File: src/rtl/mips_pkg.sv
// Shared definitions for the serial subtract path: default width and the
// controller state encoding.
package mips_pkg;

   localparam int SUB_WIDTH = 8;

   typedef enum logic [1:0] {
      ST_IDLE  = 2'd0,
      ST_SHIFT = 2'd1,
      ST_DONE  = 2'd2
   } state_t;

endpackage

File: src/rtl/bit_serial_subtractor_if.sv
// Request/result bundle of the serial subtractor; master issues operands,
// slave (the subtractor) returns status and registered results.
interface bit_serial_subtractor_if #(parameter int WIDTH = mips_pkg::SUB_WIDTH);
   logic             start;
   logic [WIDTH-1:0] a;
   logic [WIDTH-1:0] b;
   logic             busy;
   logic             done;
   logic [WIDTH-1:0] diff;
   logic             borrow;
   logic             ovf;
   logic             zero;

   modport master (output start, a, b,
                   input  busy, done, diff, borrow, ovf, zero);
   modport slave  (input  start, a, b,
                   output busy, done, diff, borrow, ovf, zero);
endinterface

File: src/rtl/HS_SSL.sv
// Half-subtractor cell: s = x - y (difference bit), B = borrow out.
module HS_SSL (
   input  logic x,
   input  logic y,
   output logic s,
   output logic B
);
   assign s = x ^ y;
   assign B = ~x & y;
endmodule

File: src/rtl/full_sub_bit.sv
// One-bit full subtractor: x - y - bin, built from two half-subtractor cells.
module full_sub_bit (
   input  logic x,
   input  logic y,
   input  logic bin,
   output logic d,
   output logic bout
);
   logic s1, b1, b2;

   HS_SSL u_hs0 (.x(x),  .y(y),   .s(s1), .B(b1));
   HS_SSL u_hs1 (.x(s1), .y(bin), .s(d),  .B(b2));

   assign bout = b1 | b2;
endmodule

File: src/rtl/bit_serial_subtractor.sv
// LSB-first serial subtractor: one bit per clock through a single full-subtract
// slice, borrow carried in a flop, results registered on completion.
module bit_serial_subtractor
   import mips_pkg::*;
#(
   parameter int WIDTH = SUB_WIDTH
) (
   input  logic                    clk,
   input  logic                    rst_n,
   bit_serial_subtractor_if.slave  bus
);
   localparam int           CW   = $clog2(WIDTH);
   localparam logic [CW-1:0] LAST = CW'(WIDTH - 1);

   state_t           state_q, state_d;
   logic [CW-1:0]    cnt_q, cnt_d;
   logic [WIDTH-1:0] sa_q, sa_d, sb_q, sb_d, res_q, res_d;
   logic             bq_q, bq_d;
   logic             a_msb_q, a_msb_d, b_msb_q, b_msb_d;
   logic [WIDTH-1:0] diff_q, diff_d;
   logic             borrow_q, borrow_d, ovf_q, ovf_d, zero_q, zero_d;

   logic             d_bit, bo_bit;
   logic [WIDTH-1:0] res_shift;

   full_sub_bit u_slice (
      .x   (sa_q[0]),
      .y   (sb_q[0]),
      .bin (bq_q),
      .d   (d_bit),
      .bout(bo_bit)
   );

   assign res_shift = {d_bit, res_q[WIDTH-1:1]};

   always_comb begin
      state_d  = state_q;
      cnt_d    = cnt_q;
      sa_d     = sa_q;
      sb_d     = sb_q;
      res_d    = res_q;
      bq_d     = bq_q;
      a_msb_d  = a_msb_q;
      b_msb_d  = b_msb_q;
      diff_d   = diff_q;
      borrow_d = borrow_q;
      ovf_d    = ovf_q;
      zero_d   = zero_q;
      case (state_q)
         ST_IDLE, ST_DONE: begin
            if (bus.start) begin
               sa_d    = bus.a;
               sb_d    = bus.b;
               a_msb_d = bus.a[WIDTH-1];
               b_msb_d = bus.b[WIDTH-1];
               bq_d    = 1'b0;
               cnt_d   = '0;
               state_d = ST_SHIFT;
            end else begin
               state_d = ST_IDLE;
            end
         end
         ST_SHIFT: begin
            sa_d  = sa_q >> 1;
            sb_d  = sb_q >> 1;
            res_d = res_shift;
            bq_d  = bo_bit;
            cnt_d = cnt_q + CW'(1);
            // Last bit: the slice output completes the result this very edge.
            if (cnt_q == LAST) begin
               diff_d   = res_shift;
               borrow_d = bo_bit;
               ovf_d    = (a_msb_q != b_msb_q) && (res_shift[WIDTH-1] != a_msb_q);
               zero_d   = (res_shift == '0);
               state_d  = ST_DONE;
            end
         end
         default: state_d = ST_IDLE;
      endcase
   end

   always_ff @(posedge clk or negedge rst_n) begin
      if (!rst_n) begin
         state_q  <= ST_IDLE;
         cnt_q    <= '0;
         sa_q     <= '0;
         sb_q     <= '0;
         res_q    <= '0;
         bq_q     <= 1'b0;
         a_msb_q  <= 1'b0;
         b_msb_q  <= 1'b0;
         diff_q   <= '0;
         borrow_q <= 1'b0;
         ovf_q    <= 1'b0;
         zero_q   <= 1'b0;
      end else begin
         state_q  <= state_d;
         cnt_q    <= cnt_d;
         sa_q     <= sa_d;
         sb_q     <= sb_d;
         res_q    <= res_d;
         bq_q     <= bq_d;
         a_msb_q  <= a_msb_d;
         b_msb_q  <= b_msb_d;
         diff_q   <= diff_d;
         borrow_q <= borrow_d;
         ovf_q    <= ovf_d;
         zero_q   <= zero_d;
      end
   end

   assign bus.busy   = (state_q == ST_SHIFT);
   assign bus.done   = (state_q == ST_DONE);
   assign bus.diff   = diff_q;
   assign bus.borrow = borrow_q;
   assign bus.ovf    = ovf_q;
   assign bus.zero   = zero_q;

endmodule

File: src/flat_wrapper.sv
// flat-port wrapper written by rule: the top's interface ports become plain ports
module bit_serial_subtractor_flat import mips_pkg::*;
#(
   parameter int WIDTH = SUB_WIDTH
)
  (clk, rst_n, bus_start, bus_a, bus_b, bus_busy, bus_done, bus_diff, bus_borrow, bus_ovf, bus_zero);
  bit_serial_subtractor_if #(.WIDTH(WIDTH)) bus_i ();
  input  logic clk;
  input  logic rst_n;
  input wire logic [$bits(bus_i.start)-1:0] bus_start;
  input wire logic [$bits(bus_i.a)-1:0] bus_a;
  input wire logic [$bits(bus_i.b)-1:0] bus_b;
  output wire logic [$bits(bus_i.busy)-1:0] bus_busy;
  output wire logic [$bits(bus_i.done)-1:0] bus_done;
  output wire logic [$bits(bus_i.diff)-1:0] bus_diff;
  output wire logic [$bits(bus_i.borrow)-1:0] bus_borrow;
  output wire logic [$bits(bus_i.ovf)-1:0] bus_ovf;
  output wire logic [$bits(bus_i.zero)-1:0] bus_zero;
  assign bus_i.start = bus_start;
  assign bus_i.a = bus_a;
  assign bus_i.b = bus_b;
  assign bus_busy = bus_i.busy;
  assign bus_done = bus_i.done;
  assign bus_diff = bus_i.diff;
  assign bus_borrow = bus_i.borrow;
  assign bus_ovf = bus_i.ovf;
  assign bus_zero = bus_i.zero;
  bit_serial_subtractor #(.WIDTH(WIDTH)) u_core (.clk(clk), .rst_n(rst_n), .bus(bus_i));
endmodule
File: config.mk
export PLATFORM = sky130hd
export DESIGN_NAME = bit_serial_subtractor_flat
export DESIGN_NICKNAME = d
export VERILOG_FILES = /design/src/rtl/mips_pkg.sv /design/src/rtl/bit_serial_subtractor_if.sv /design/src/rtl/HS_SSL.sv /design/src/rtl/full_sub_bit.sv /design/src/rtl/bit_serial_subtractor.sv /design/src/flat_wrapper.sv
export SDC_FILE = /design/constraint.sdc
export NUM_CORES = 1
export LEC_CHECK = 0
export ABC_AREA = 1
export CORE_UTILIZATION = 52
export CTS_CLUSTER_DIAMETER = 200
export DETAILED_ROUTE_END_ITERATION = 16
export HOLD_SLACK_MARGIN = 0.06
export PLACE_DENSITY = 0.9
export SYNTH_ARGS = -nofsm -noshare
export SYNTH_HDL_FRONTEND = slang
export SYNTH_SLANG_ARGS = --single-unit
export TNS_END_PERCENT = 100
File: constraint.sdc
create_clock -name clk -period 1.7 [get_ports clk]
set_input_delay 0.255 -clock clk [delete_from_list [all_inputs] [get_ports clk]]
set_output_delay 0.255 -clock clk [all_outputs]
set_load 0.01 [all_outputs]
==> results of run 1 <==
==> cell families (layout without fill, tap and decap cells) <==
| logic type | Yosys count | after routing |
|---|---|---|
| and+or+nand+nor | 118 | 118 |
| buffers and inverters | 52 | 88 |
| DFF | 42 | 42 |
| AOI/OAI and AO/OA | 23 | 23 |
| adders and majority gates | 3 | 3 |
==> cell type report <==
class                   count  area [µm²]  area share, %
multi-input cells         144         682           28.1
flip-flops and latches     42        1050           43.3
well taps                  46        57.6           2.37
repair buffers             35         353           14.5
inverters                  45         176           7.27
clock inverters             1        30.0           1.24
clock buffers               7        76.3           3.15
==> power groups by stage <==
stage          Sequential (mW)  Combinational (mW)  Clock [mW]
2_1_floorplan             1.77                1.49           0
3_3_place_gp              1.75                2.01           0
3_5_place_dp              1.77                2.12           0
4_1_cts                   1.76                2.13       0.773
5_1_grt                   1.81                2.38       0.824
6_report                  1.76                2.09       0.765
==> sequential cells by signal, indices dropped and copies added, names as in the netlist <==
signal             cells
u_core.bus.borrow      1
u_core.res_q           7
u_core.sb_q            8
u_core.bus.zero        1
u_core.bq_q            1
u_core.bus.ovf         1
u_core.sa_q            8
u_core.cnt_q           3
u_core.bus.diff        8
u_core.state_q         2
u_core.b_msb_q         1
u_core.a_msb_q         1
==> cells in the mapped netlist <==
library cell / count
nand2_4: 4
o21ai_0: 12
buf_8: 1
buf_6: 2
inv_6: 1
fa_1: 1
buf_2: 2
a21oi_1: 1
inv_4: 1
nor2_1: 8
o21ai_2: 7
inv_1: 42
nand2_1: 91
nand3_1: 15
dfrtp_1: 42
buf_4: 1
ha_1: 2
o22ai_1: 3
inv_2: 1
clkbuf_1: 1
==> worst paths after layout <==
check	cells past startpoint	start	end	slack, ps
max	2	u_core.state_q[0]	bus_done	60
min	2	rst_n	u_core.bus.ovf	440
max reg2reg	6	u_core.state_q[0]	u_core.sb_q[2]	240
min reg2reg	2	u_core.cnt_q[1]	u_core.cnt_q[1]	480
max in group asynchronous	3	rst_n	u_core.bus.borrow	790
min in group clk	2	u_core.cnt_q[1]	u_core.cnt_q[1]	480
==> layer usage <==
metal	vias up	track usage, %
met4	0	7.10
met5	-	0
met2	31	35.8
li1	780	-
met1	732	25.3
met3	5	5.98
==> through the flow <==
step           instance area [µm²]  cells  worst slack, ps  hold WS, ps
2_1_floorplan                 1970    238              390        -40.6
3_5_place_dp                  2310    311              231          228
5_1_grt                       2430    320             1.79          479
3_3_place_gp                  2310    311              262          231
4_1_cts                       2420    320             8.98          447
6_report                      2430    320             57.1          438
==> critical path, delay by kind of cell (launching register included) <==
kind                   cells  cell delay [ps]
and+or+nand+nor            1              120
buffers and inverters      1              540
DFF                        1              430
==> repair_timing <==
action | 4_1_cts | 5_1_grt
endpoints found under the setup margin | 0 | 1
buffers inserted | 0 | 0
hold endpoints to repair | 19 | 0
gates resized for setup | 0 | 1
hold buffers | 1 | 0
==> impl_results.md, run 1 <==
* Avg Synthesized Cell Area at ~8.3 µm²
* Int Power at around 2.8 mW
* Clock share of power at approximately 17%
* DP HPWL at 2.59 mm
* First-pass GRT wire length at between 6 and 7 mm
* Pin count of the biggest net entering global routing at 33
* Simple-Gate Fraction of Synth Area at between 20 and 25%
* Final setup viols at 0
* Register area share after synthesis at 53.4%
* Final Skew at approximately 9 ps
* Initial antenna violation count at 0
* CTS buffer count at 5
* CTS tree: built
* # H-tree levels at 2
* Sw Share at between 40% and 50%
* Area share of fa/ha/maj cells after synthesis at 2.29%
* Worst-Margin Slew at roughly 460 ps
* Max cap viols at 0
* Share of power burned in registers at 38.2%
* GRT overflow at 0
* Critical path cell sequence: nor2_1 -> clkdlybuf4s50_1
* Full die area at 4030 µm²
* Clock latency on the worst-skew pair at approximately 290 ps
* IO Pins at 32
* Share of cells above drive strength 1 at under 10%
* Core Area at 3470 µm²
* Worst path max stage delay at 540 ps
* Top Metal Used: met4
* Met2 WL at around 1.8 mm
* Number of fillers in the final layout at 284
* Starting Density at around 57%
* Max-slew violation count at 0
* Relative slew margins at 69.4%
* Pwr Total at ~4.6 mW
* Met1 WL at roughly 1.6 mm
* Vias in the first global route at 1477
* Die X-Extent at 63.5 µm
* Final setup TNS at 0 ps
* Min Tclk post-route at roughly 1600 ps
* Reg clk slew, reported paths at approximately 80 ps
* Mapped Area at 1970 µm²
* Crit Path Class: reg -> out
* Die height at 63.5 µm
* Vias per cell at about 4.8
* GPL Wtd Cong at 0.757
* Clk sinks at 42
* Met3 routed WL at about 130 µm
* Final WL at roughly 3.6 mm
* P_sw at around 1.9 mW
* Mapped Cells at 238
* HP Class: in -> async
* Outcome: finished, final reports clean
* Leading post-synthesis cells by cell area: dfrtp_1 53%, nand2_1 17%, inv_1 8.0%, nand3_1 3.8%, o21ai_2 3.1%
* Comb pwr share at a little under half
* Gr usage total at about a fifth
* Largest family of logic cells by synthesized area: simple AND/OR/NAND/NOR gates
* WL/cell at approximately 11 µm
* Nets at between 200 and 300
* # rows at 21
* ANT cells at 0
* Max stage delay cell, worst path: clkdlybuf4s50_1
* Most frequent cells in the layout: 91 x nand2_1, 42 x inv_1, 42 x dfrtp_1, 29 x clkdlybuf4s50_1, 15 x nand3_1
* Unrepaired setup endpoints after global routing: false
* Post-synth cell types at 20
* Drc violations at 0
* Maximum clock frequency at 0.609 GHz
* Area growth, synth to finish at 23.3%
* Multiplexer share of the synthesized area at 0%
* Final Hold Fails at 0
* Leading area contributor after synthesis: dfrtp_1
* CP required at between 1000 and 1500 ps
* DRT antenna net count at 0
* Post-Syn Nets at 260
* PortBufs at 31
* Post-synth top area share at between 50% and 60%
* #FFs+latches synth at 42
* Vias at approximately 1500
* Clock root buffer: clkbuf_8
* Post-Synth XOR/XNOR Area at 0%
* DR iter-0 viols at 130
* Startpoint type of the worst setup path: register
* DR pass1 iterations at 4
* Crit path max fanout at 3
* Leakage at ~1.3 nW
* Fin crit share at approximately 97%
* CP Capture Type: output pin
* Maximum clock insertion buffer count at 2
* CP Data Arrival Time at 1390 ps
* Util after Layout at 69.9%
* Commonest non-fill, non-tap cell in the layout: nand2_1
* Compound-Gate Fraction of Synth Area at 7.37%
* YS warnings at 0
* Power Density at 1900 nW/µm²
* Worst VDD drop at between 0.0009 and 0.001 V
Note: power is estimated with default switching activity, not from simulation.
==> run 2: changes to the inputs <==
--- a/config.mk
+++ b/config.mk
@@ -11,6 +11,7 @@
 export DETAILED_ROUTE_END_ITERATION = 16
 export HOLD_SLACK_MARGIN = 0.06
 export PLACE_DENSITY = 0.9
+export SLEW_MARGIN = 30
 export SYNTH_ARGS = -nofsm -noshare
 export SYNTH_HDL_FRONTEND = slang
 export SYNTH_SLANG_ARGS = --single-unit
==> results of run 2 <==
Final layout, timing and power as in run 1 (identical DEF).
